===== config.mk =====
export PLATFORM = sky130hd
export DESIGN_NAME = data_mem_ctrl_flat
export DESIGN_NICKNAME = d
export VERILOG_FILES = /design/src/rtl/data_mem_ctrl_if.sv /design/src/rtl/data_mem_ctrl.sv /design/src/flat_wrapper.sv
export SDC_FILE = /design/constraint.sdc
export NUM_CORES = 1
export LEC_CHECK = 0
export BUFFER_PORTS_ARGS = -buffer_cell sky130_fd_sc_hd__buf_2
export CORE_UTILIZATION = 40
export CTS_BUF_LIST = sky130_fd_sc_hd__clkbuf_4
export CTS_CLUSTER_DIAMETER = 50
export DETAILED_ROUTE_END_ITERATION = 10
export GPL_TIMING_DRIVEN = 0
export PLACE_DENSITY = 0.81
export SLEW_MARGIN = 20
export SYNTH_ARGS = -nofsm -noshare
export SYNTH_HDL_FRONTEND = slang
export SYNTH_SLANG_ARGS = --single-unit

===== constraint.sdc =====
create_clock -name clk -period 2.2 [get_ports clk]
set_input_delay 0.11 -clock clk [delete_from_list [all_inputs] [get_ports clk]]
set_output_delay 0.11 -clock clk [all_outputs]
set_load 0.05 [all_outputs]

===== src/rtl/data_mem_ctrl_if.sv =====
// MEM-stage side of the byte-serial data-memory controller: word request in,
// assembled load word and pipeline stall request out.
interface data_mem_ctrl_if;
  logic        req_ce_i;
  logic        req_we_i;
  logic [31:0] req_addr_i;
  logic [3:0]  req_sel_i;
  logic [31:0] req_data_i;
  logic        mem_stall_i;
  logic [31:0] rdata_o;
  logic        stall_req_o;

  modport master (
    output req_ce_i, req_we_i, req_addr_i, req_sel_i, req_data_i, mem_stall_i,
    input  rdata_o, stall_req_o
  );

  modport slave (
    input  req_ce_i, req_we_i, req_addr_i, req_sel_i, req_data_i, mem_stall_i,
    output rdata_o, stall_req_o
  );
endinterface


===== src/rtl/data_mem_ctrl.sv =====
// Byte-serial data-memory controller: turns one MEM-stage word request into one
// 8-bit synchronous-RAM access per selected lane, stalling the pipeline meanwhile.
module data_mem_ctrl #(
  parameter int unsigned ADDR_W = 17
) (
  input  logic              clk,
  input  logic              rst,
  data_mem_ctrl_if.slave    bus,
  output logic [ADDR_W-1:0] ram_addr_o,
  output logic              ram_we_o,
  output logic [7:0]        ram_din_o,
  input  logic [7:0]        ram_dout_i
);

  typedef enum logic [1:0] {
    ST_IDLE   = 2'd0,
    ST_ACCESS = 2'd1,
    ST_TAIL   = 2'd2,
    ST_DONE   = 2'd3
  } state_t;

  state_t      state_r, state_s;
  logic [1:0]  lane_r, lane_s;
  logic [3:0]  mask_r, mask_s;
  logic [3:0]  mask_rem_s;
  logic [31:0] rdata_r, rdata_s;
  logic [1:0]  cap_lane_r, cap_lane_s;
  logic        cap_vld_r, cap_vld_s;
  logic [ADDR_W-1:0] ram_addr_s;
  logic        ram_we_s;
  logic [7:0]  ram_din_s;
  logic        addr_unused_s;

  // Mask bit k stands for lane k, i.e. sel bit 3-k.
  function automatic logic [3:0] lane_mask(input logic [3:0] sel);
    return {sel[0], sel[1], sel[2], sel[3]};
  endfunction

  function automatic logic [1:0] first_lane(input logic [3:0] m);
    logic [1:0] l;
    if (m[0])      l = 2'd0;
    else if (m[1]) l = 2'd1;
    else if (m[2]) l = 2'd2;
    else           l = 2'd3;
    return l;
  endfunction

  function automatic logic [7:0] get_byte(input logic [31:0] w, input logic [1:0] lane);
    logic [7:0] b;
    case (lane)
      2'd0:    b = w[31:24];
      2'd1:    b = w[23:16];
      2'd2:    b = w[15:8];
      2'd3:    b = w[7:0];
      default: b = 8'h00;
    endcase
    return b;
  endfunction

  function automatic logic [31:0] put_byte(input logic [31:0] w, input logic [1:0] lane,
                                           input logic [7:0] b);
    logic [31:0] r;
    r = w;
    case (lane)
      2'd0:    r[31:24] = b;
      2'd1:    r[23:16] = b;
      2'd2:    r[15:8]  = b;
      2'd3:    r[7:0]   = b;
      default: r = w;
    endcase
    return r;
  endfunction

  // Next-state, datapath update and RAM drive for the current state.
  always_comb begin
    state_s    = state_r;
    lane_s     = lane_r;
    mask_s     = mask_r;
    mask_rem_s = 4'b0000;
    rdata_s    = rdata_r;
    cap_lane_s = cap_lane_r;
    cap_vld_s  = cap_vld_r;
    ram_addr_s = {ADDR_W{1'b0}};
    ram_we_s   = 1'b0;
    ram_din_s  = 8'h00;
    case (state_r)
      ST_IDLE: begin
        if (bus.req_ce_i) begin
          mask_s    = lane_mask(bus.req_sel_i);
          rdata_s   = 32'h0000_0000;
          cap_vld_s = 1'b0;
          if (bus.req_sel_i != 4'b0000) begin
            state_s = ST_ACCESS;
            lane_s  = first_lane(lane_mask(bus.req_sel_i));
          end else begin
            state_s = ST_DONE;
          end
        end else begin
          state_s = ST_IDLE;
        end
      end
      ST_ACCESS: begin
        if (!bus.req_ce_i) begin
          state_s = ST_IDLE;
        end else begin
          ram_addr_s = {bus.req_addr_i[ADDR_W-1:2], lane_r};
          // Sync RAM: the byte arriving now belongs to the lane issued last cycle.
          if (bus.req_we_i) begin
            ram_we_s  = 1'b1;
            ram_din_s = get_byte(bus.req_data_i, lane_r);
          end else begin
            if (cap_vld_r) begin
              rdata_s = put_byte(rdata_r, cap_lane_r, ram_dout_i);
            end else begin
              rdata_s = rdata_r;
            end
            cap_lane_s = lane_r;
            cap_vld_s  = 1'b1;
          end
          mask_rem_s = mask_r & ~(4'b0001 << lane_r);
          mask_s     = mask_rem_s;
          if (mask_rem_s == 4'b0000) begin
            state_s = bus.req_we_i ? ST_DONE : ST_TAIL;
          end else begin
            lane_s = first_lane(mask_rem_s);
          end
        end
      end
      ST_TAIL: begin
        if (!bus.req_ce_i) begin
          state_s = ST_IDLE;
        end else begin
          rdata_s   = put_byte(rdata_r, cap_lane_r, ram_dout_i);
          cap_vld_s = 1'b0;
          state_s   = ST_DONE;
        end
      end
      ST_DONE: begin
        if (bus.mem_stall_i) begin
          state_s = ST_DONE;
        end else begin
          state_s = ST_IDLE;
        end
      end
      default: begin
        state_s = ST_IDLE;
      end
    endcase
  end

  // State and datapath registers with synchronous active-low reset.
  always_ff @(posedge clk) begin
    if (!rst) begin
      state_r    <= ST_IDLE;
      lane_r     <= 2'd0;
      mask_r     <= 4'b0000;
      rdata_r    <= 32'h0000_0000;
      cap_lane_r <= 2'd0;
      cap_vld_r  <= 1'b0;
    end else begin
      state_r    <= state_s;
      lane_r     <= lane_s;
      mask_r     <= mask_s;
      rdata_r    <= rdata_s;
      cap_lane_r <= cap_lane_s;
      cap_vld_r  <= cap_vld_s;
    end
  end

  // Write enable is gated by reset so a reset mid-store cannot land a byte.
  assign ram_we_o        = ram_we_s & rst;
  assign ram_addr_o      = ram_addr_s;
  assign ram_din_o       = ram_din_s;
  assign bus.rdata_o     = rdata_r;
  assign bus.stall_req_o = bus.req_ce_i & (state_r != ST_DONE);
  assign addr_unused_s   = ^{bus.req_addr_i[31:ADDR_W], bus.req_addr_i[1:0]};

endmodule


===== src/flat_wrapper.sv =====
// flat-port wrapper written by rule: the top's interface ports become plain ports
module data_mem_ctrl_flat 
#(
  parameter int unsigned ADDR_W = 17
)
  (clk, rst, ram_addr_o, ram_we_o, ram_din_o, ram_dout_i, bus_req_ce_i, bus_req_we_i, bus_req_addr_i, bus_req_sel_i, bus_req_data_i, bus_mem_stall_i, bus_rdata_o, bus_stall_req_o);
  data_mem_ctrl_if bus_i ();
  input  logic clk;
  input  logic rst;
  output logic [ADDR_W-1:0] ram_addr_o;
  output logic ram_we_o;
  output logic [7:0] ram_din_o;
  input  logic [7:0] ram_dout_i;
  input wire logic [$bits(bus_i.req_ce_i)-1:0] bus_req_ce_i;
  input wire logic [$bits(bus_i.req_we_i)-1:0] bus_req_we_i;
  input wire logic [$bits(bus_i.req_addr_i)-1:0] bus_req_addr_i;
  input wire logic [$bits(bus_i.req_sel_i)-1:0] bus_req_sel_i;
  input wire logic [$bits(bus_i.req_data_i)-1:0] bus_req_data_i;
  input wire logic [$bits(bus_i.mem_stall_i)-1:0] bus_mem_stall_i;
  output wire logic [$bits(bus_i.rdata_o)-1:0] bus_rdata_o;
  output wire logic [$bits(bus_i.stall_req_o)-1:0] bus_stall_req_o;
  assign bus_i.req_ce_i = bus_req_ce_i;
  assign bus_i.req_we_i = bus_req_we_i;
  assign bus_i.req_addr_i = bus_req_addr_i;
  assign bus_i.req_sel_i = bus_req_sel_i;
  assign bus_i.req_data_i = bus_req_data_i;
  assign bus_i.mem_stall_i = bus_mem_stall_i;
  assign bus_rdata_o = bus_i.rdata_o;
  assign bus_stall_req_o = bus_i.stall_req_o;
  data_mem_ctrl #(.ADDR_W(ADDR_W)) u_core (.clk(clk), .rst(rst), .bus(bus_i), .ram_addr_o(ram_addr_o), .ram_we_o(ram_we_o), .ram_din_o(ram_din_o), .ram_dout_i(ram_dout_i));
endmodule

==> reports/results.ini, run 1 <==
[clocking]
total_number_of_h_tree_levels=2
clock_tree_from_tritoncts=yes
cts.clk_slew.worst_paths_ns=0.12
number_of_buffers_created_by_cts=5
worst_skew_pair.late_latency_ns=0.35
post-cts-setup-buffer-count=0
clk_root_buffer_cell=sky130_fd_sc_hd__clkbuf_4
cts_sinks=43
cts_buffer_depth=2

[critical_path]
worst_setup_path_end_kind=output port
worstSetupStartpointType=flip-flop
timing.critical_path.arrival_ns=1.97
crit_fanout=10
crit_path_slowest_cell=sky130_fd_sc_hd__clkbuf_1
worst_r2r_startpoint=u_core.state_r[0]$_SDFFE_PN0P_
setup.worst_path.class=reg2out
timing.critical_path.from=u_core.lane_r[1]$_SDFFE_PN0P_
cpPeakStageDelay_ns=0.41
critical_path_required_ns=2.09
crit_path_cell_trace=buf_4 > clkbuf_1 > mux4_2 > nor2b_1 > buf_2

[route]
finalWirelength_um=6570
drt-pass1-iter-count=4
route.antenna.remaining_nets=0
routedWlPerCell_um=14.5
iter_0_drt_violations=130
route.detailed.vias_per_inst=5.18
dr_total_vias=2346
route.detailed.drc=0

[die]
core_region_area_um2=5610
die_y_extent_um=79.2
boundaryPins=140
design.die.area_um2=6270
start_util_pct=42.5
number_of_core_rows=27
die_span_in_x_um=79.2

[power_and_ir_drop]
max-vdd-ir-drop_uv=476
static-leakage-power_nw=1.61
power_density_nw_per_um2=697

[place]
weighted_congestion_reported_at_the_end_of_routability_driven_placement=0.851
port-buffer-count=122
placedCellCount=445
placed_area_um2=3080
dp.final_hpwl_um=5070

[status]
run_status=complete, no violations

[grt]
grtUsageTotal_pct=21.2
grt_first_pass_wirelength_um=10300
grt_pass1_vias=2193
grt_max_degree=14
antenna_violations_before_repair=0
grt-ovfl-total=0

[yosys]
synth_async_sr_flop_share_pct=0
top_cell_type_s_share_of_synthesized_area_pct=36.1
post_synth_instance_area_um2=2380
yosys_register_bits=43
syn-mean-instance-area_um2=9.49
synth-warning-count=0
synth_fp_nets=336
synth.yosys.seq_area_share_pct=36.1
synth_flop_cell=sky130_fd_sc_hd__dfxtp_1
synth.top_cells.by_area=sky130_fd_sc_hd__dfxtp_1, sky130_fd_sc_hd__mux2i_1, sky130_fd_sc_hd__mux4_2
synth_enable_flop_cells=0
postSynthCellCount=251
synth_cell_types=44
synth_top_cell_by_area=sky130_fd_sc_hd__dfxtp_1

[timing]
timing.final.max_slew_violations=0
fin_tns_setup_ns=0
rsz0062_at_grt=no
hold_violations=0
finalWorstPathRequiredPeriod_ns=2.08
fin_crit_sh_pct=94.5
maxSlewHeadroom_pct=56.4
skew_ns=0.00730
total_of_endpoints_with_negative_setup_slack_in_the_final_report=0
max_slew.worst_pin.slew_ns=0.647
max_clock_freq_mhz=481

[finish]
layout_commonest_cell=sky130_fd_sc_hd__buf_2
final_cell_count_no_fill=453
flow.area_growth_from_synthesis_pct=34.3
layout.filler_cells=517
drive_above_1_share_pct=42.8
finish.instance_area_um2=3200
n_antenna_cell=0
num-nets-final=465
most-common-layout-cells=sky130_fd_sc_hd__buf_2, sky130_fd_sc_hd__nor2_1, sky130_fd_sc_hd__dfxtp_1, sky130_fd_sc_hd__mux2i_1, sky130_fd_sc_hd__and3_1

[flow_run]
maxCapViolations=0

[worst_hold_path]
worst_hold_startpoint=bus_req_sel_i[1]
min_path_type=in2reg

final cells by class:
type | instances | area (um^2) | area share [%]
inverter | 6 | 22.5 | 0.704
sequential | 43 | 861 | 26.9
buffer | 14 | 105 | 3.29
clock inverter | 2 | 60.1 | 1.88
multi-input combinational | 187 | 1400 | 43.6
clock buffer | 6 | 45.0 | 1.41
timing repair buffer | 123 | 621 | 19.4
tap | 72 | 90.1 | 2.82
synth_stat cells, types with 2 or more instances:
master                     number
sky130_fd_sc_hd__mux4_2         8
sky130_fd_sc_hd__a21oi_1       11
sky130_fd_sc_hd__a21o_1         2
sky130_fd_sc_hd__and2_2         8
sky130_fd_sc_hd__a21oi_4        3
sky130_fd_sc_hd__nor2_1        43
sky130_fd_sc_hd__clkbuf_8       2
sky130_fd_sc_hd__clkbuf_1       6
sky130_fd_sc_hd__inv_1          4
sky130_fd_sc_hd__dfxtp_1       43
sky130_fd_sc_hd__buf_6          2
sky130_fd_sc_hd__nand2_1        9
sky130_fd_sc_hd__o21ai_0        8
sky130_fd_sc_hd__a211oi_1       4
sky130_fd_sc_hd__a22oi_1        2
sky130_fd_sc_hd__buf_4          2
sky130_fd_sc_hd__and3_1        17
sky130_fd_sc_hd__nor2b_1       10
sky130_fd_sc_hd__nand2b_1       5
sky130_fd_sc_hd__ha_1           4
sky130_fd_sc_hd__o21ai_1        3
sky130_fd_sc_hd__mux2i_1       33
report_power, final:
group / switching, mW / total (mW) / internal (mW)
clock: 0.257 / 0.624 / 0.367
sequential: 0.0257 / 0.846 / 0.820
combinational: 0.463 / 0.761 / 0.298
through the flow:
stage                     utilization (%)  setup WS, ns  power, mW  hold slack (ns)
after global routing                 57.1        0.0180       2.33           0.0171
after CTS                            56.8       0.00620       2.23         0.000909
after detailed placement             55.0         0.235       1.62            0.391
final                                57.1         0.120       2.23           0.0258
after global placement               55.0         0.296       1.61            0.383
after floorplan                         -         0.416       1.43            0.250
layer usage:
layer  vias up  GRT usage [%]  wire length (um)  share of wire [%]
met5         -              0                 0                  0
met2        70           37.6              3380                 52
met1      1122           25.4              2720                 41
li1       1140              -                 -                  -
met4         0           8.73               142                2.2
met3        14           3.22               319                4.9
final timing paths:
kind | to | slack, ns | cells after the start
hold / removal | u_core.mask_r[2]$_SDFFE_PN0P_ | 0.03 | 3
hold reg to reg | u_core.bus.rdata_o[31]$_SDFFE_PN0P_ | 0.50 | 2
setup reg to reg | u_core.bus.rdata_o[30]$_SDFFE_PN0P_ | 0.24 | 8
setup / recovery | ram_din_o[5] | 0.12 | 5
sequential cells by signal, indices dropped and copies added, names as in the netlist:
register / cells
u_core.bus.rdata_o: 32
u_core.state_r: 2
u_core.lane_r: 2
u_core.cap_vld_r: 1
u_core.cap_lane_r: 2
u_core.mask_r: 4
repair_timing:
| action | CTS | global route |
|---|---|---|
| hold buffers | 0 | 1 |
| setup endpoints to repair | 0 | 15 |
| gates resized for setup | 0 | 3 |
| hold endpoints to repair | 0 | 1 |
critical path: cells and delay by family, from the launching register on:
family | cells | cell delay, ns
buffers and inverters | 3 | 0.78
multiplexers | 1 | 0.37
flip-flops | 1 | 0.33
AND/OR/NAND/NOR | 1 | 0.15
logic make-up (layout without fill, tap and decap cells):
| kind of cell | count (synthesis) | in the layout | share of synthesized area [%] |
|---|---|---|---|
| compound gates | 41 | 41 | 12.8 |
| mux | 42 | 42 | 21.9 |
| flops | 43 | 43 | 36.1 |
| fa+ha+maj | 4 | 4 | 2.10 |
| buf+inv | 21 | 151 | 5.51 |
| simple gates | 100 | 100 | 21.6 |
(Power assumes the default switching activity.)
==> inputs of run 2 (changes only) <==
--- a/config.mk
+++ b/config.mk
@@ -5,13 +5,16 @@
 export SDC_FILE = /design/constraint.sdc
 export NUM_CORES = 1
 export LEC_CHECK = 0
+export ABC_AREA = 1
 export BUFFER_PORTS_ARGS = -buffer_cell sky130_fd_sc_hd__buf_2
 export CORE_UTILIZATION = 40
 export CTS_BUF_LIST = sky130_fd_sc_hd__clkbuf_4
 export CTS_CLUSTER_DIAMETER = 50
 export DETAILED_ROUTE_END_ITERATION = 10
+export GPL_ROUTABILITY_DRIVEN = 0
 export GPL_TIMING_DRIVEN = 0
-export PLACE_DENSITY = 0.81
+export PLACE_DENSITY = 0.82
+export SKIP_CTS_REPAIR_TIMING = 1
 export SLEW_MARGIN = 20
 export SYNTH_ARGS = -nofsm -noshare
 export SYNTH_HDL_FRONTEND = slang
==> run 2 against run 1 <==
Against the previous run:
- power up 4.9%
- final cell count increased by 18%
- hold slack worse by 0.0091 ns
- first-iteration DRC count up 6.9%
- via count is 13% higher
- register-to-register slack improved by 0.12 ns
- count of clock-buffer cells in the layout decreased by 1
==> reports/results.ini, run 2 <==
[finish]
final_cell_count_no_fill=536
flow.area_growth_from_synthesis_pct=36.8
largest_register_ff_count=32
drive_above_1_share_pct=34.5
post-route-util_pct=56.7
layout_commonest_cell=sky130_fd_sc_hd__buf_2
n_antenna_cell=0
num-nets-final=549
most-common-layout-cells=sky130_fd_sc_hd__buf_2, sky130_fd_sc_hd__nand2_1, sky130_fd_sc_hd__inv_1, sky130_fd_sc_hd__a21oi_1, sky130_fd_sc_hd__dfxtp_1

[critical_path]
rr_worst_depth=9
worst_setup_path_end_kind=output port
timing.critical_path.arrival_ns=1.97
r2r_setup_slack_ns=0.36
critical_path_required_ns=2.09
worst_r2r_startpoint=u_core.state_r[0]$_SDFFE_PN0P_
worstSetupStartpointType=flip-flop
crit_fanout=10
setup.worst_path.class=reg2out
worst_r2r_endpoint=u_core.bus.rdata_o[17]$_SDFFE_PN0P_

[yosys]
synth_async_sr_flop_share_pct=0
synth_top_cell_by_area=sky130_fd_sc_hd__dfxtp_1
syn-mean-instance-area_um2=6.84
synth_cell_types=27
post_synth_instance_area_um2=2280
synth.top_cells.by_area=sky130_fd_sc_hd__dfxtp_1, sky130_fd_sc_hd__nand2_1, sky130_fd_sc_hd__a21oi_1
yosys_register_bits=43
synth_flop_cell=sky130_fd_sc_hd__dfxtp_1
synth_fp_nets=419
synth.most_common_cell=sky130_fd_sc_hd__nand2_1
postSynthCellCount=334
synth.yosys.seq_area_share_pct=37.7
synth_enable_flop_cells=0
synth-warning-count=0
synthTopCellsByCount=sky130_fd_sc_hd__nand2_1, sky130_fd_sc_hd__inv_1, sky130_fd_sc_hd__a21oi_1, sky130_fd_sc_hd__dfxtp_1, sky130_fd_sc_hd__o21ai_0
top_cell_type_s_share_of_synthesized_area_pct=37.7

[timing]
maxSlewHeadroom_pct=63.9
total_of_endpoints_with_negative_setup_slack_in_the_final_report=0
skew_ns=0.00965
timing.final.max_slew_violations=0
max_slew.worst_pin.slew_ns=0.542
fin_crit_sh_pct=94.5
max_clock_freq_mhz=481
fin_tns_setup_ns=0
finalWorstPathRequiredPeriod_ns=2.08
hold_violations=0
worst_hold_slack_ns=0.0167

[power_and_ir_drop]
power_density_nw_per_um2=750
max-vdd-ir-drop_uv=437
design_power_total_mw=2.34
static-leakage-power_nw=1.66

[route]
route.detailed.vias_per_inst=4.95
route.antenna.remaining_nets=0
iter_0_drt_violations=139
route.met2.wl_um=3360
routedWlPerCell_um=13.0
finalWirelength_um=6990
top_metal_layer_carrying_routed_signals=met4
dr_wl_met3_um=644
dr_total_vias=2654
wirelength_met1_um=2840
drt-pass1-iter-count=5
route.detailed.drc=0

[clocking]
clock_tree_from_tritoncts=yes
number_of_buffers_created_by_cts=5
cts.clk_slew.worst_paths_ns=0.13
total_number_of_h_tree_levels=2
cts_sinks=43
clk_root_buffer_cell=sky130_fd_sc_hd__clkbuf_4
cts_buffer_depth=2
worst_skew_pair.late_latency_ns=0.36

[die]
design.die.area_um2=6010
die_y_extent_um=77.6
core_region_area_um2=5510
number_of_core_rows=27
die_span_in_x_um=77.6
boundaryPins=140
start_util_pct=41.5

[place]
placedCellCount=528
port-buffer-count=122
dp.final_hpwl_um=5300

[grt]
grt_pass1_vias=2468
grt_max_degree=14
grt_first_pass_wirelength_um=10900
grt-ovfl-total=0
grtUsageTotal_pct=22.7
antenna_violations_before_repair=0

[worst_hold_path]
min_path_type=in2reg
whs_endpoint=u_core.bus.rdata_o[2]$_SDFFE_PN0P_
min_path_cells=3
worst_hold_startpoint=ram_dout_i[2]

[flow_run]
maxCapViolations=0

[status]
run_status=complete, no violations

-- run 2: worst max-delay path, stage by stage, from the launching register on --
cell,delay [ns]
sky130_fd_sc_hd__dfxtp_2,0.36
sky130_fd_sc_hd__inv_1,0.08
sky130_fd_sc_hd__ha_1,0.16
sky130_fd_sc_hd__buf_6,0.15
sky130_fd_sc_hd__nand2_2,0.12
sky130_fd_sc_hd__buf_4,0.20
sky130_fd_sc_hd__clkbuf_4,0.18
sky130_fd_sc_hd__nor2_1,0.12
sky130_fd_sc_hd__clkbuf_4,0.24
-- run 2: cell families (layout without fill, tap and decap cells) --
family	count (synthesis)	count (layout)	synth area share [%]
buffers and inverters	64	193	12.5
adder cells (fa/ha/maj)	4	4	2.19
AND/OR/NAND/NOR	116	117	22.0
AO/OA/AOI/OAI	107	107	25.6
flip-flops	43	43	37.7
-- run 2: metal layers --
layer  vias up  track usage [%]
met4         0             8.68
met3        11             5.41
li1       1340                -
met5         -                0
met1      1171             25.1
met2       132             41.5
-- run 2: final cells by class --
type | instances | area, um^2
repair buffers | 122 | 648
inverters | 50 | 193
well taps | 72 | 90.1
flip-flops and latches | 43 | 862
clock buffers | 5 | 37.5
clock inverters | 2 | 37.5
multi-input cells | 228 | 1150
fillers | 527 | 2380
plain buffers | 14 | 100
-- run 2: how the worst max path moves through the flow --
| stage | slack (ns) | cells past startpoint | to | startpoint |
|---|---|---|---|---|
| 4_1_cts | -0.11 | 8 | ram_addr_o[13] | u_core.state_r[1]$_SDFFE_PN0P_ |
| 2_1_floorplan | 0.23 | 7 | ram_din_o[0] | u_core.state_r[1]$_SDFFE_PN0P_ |
| 3_3_place_gp | 0.37 | 8 | ram_addr_o[9] | u_core.state_r[1]$_SDFFE_PN0P_ |
| 6_report | 0.12 | 8 | ram_addr_o[15] | u_core.state_r[1]$_SDFFE_PN0P_ |
| 5_1_grt | -0.02 | 7 | ram_addr_o[15] | u_core.state_r[0]$_SDFFE_PN0P_ |
| 3_5_place_dp | 0.30 | 8 | ram_addr_o[13] | u_core.state_r[1]$_SDFFE_PN0P_ |
-- run 2: metrics by stage --
stage,area [um^2],setup slack [ns]
finish,3120,0.120
global route,3120,-0.0199
CTS,3060,-0.109
detailed placement,2980,0.297
global placement,2980,0.368
floorplan,2280,0.234
-- run 2: report_power, final --
group / leakage [nW] / total, mW / internal [mW] / switching, mW
clock: 0.0373 / 0.495 / 0.233 / 0.262
combinational: 1.27 / 0.929 / 0.261 / 0.669
sequential: 0.353 / 0.917 / 0.866 / 0.0508
total: 1.66 / 2.34 / 1.36 / 0.981
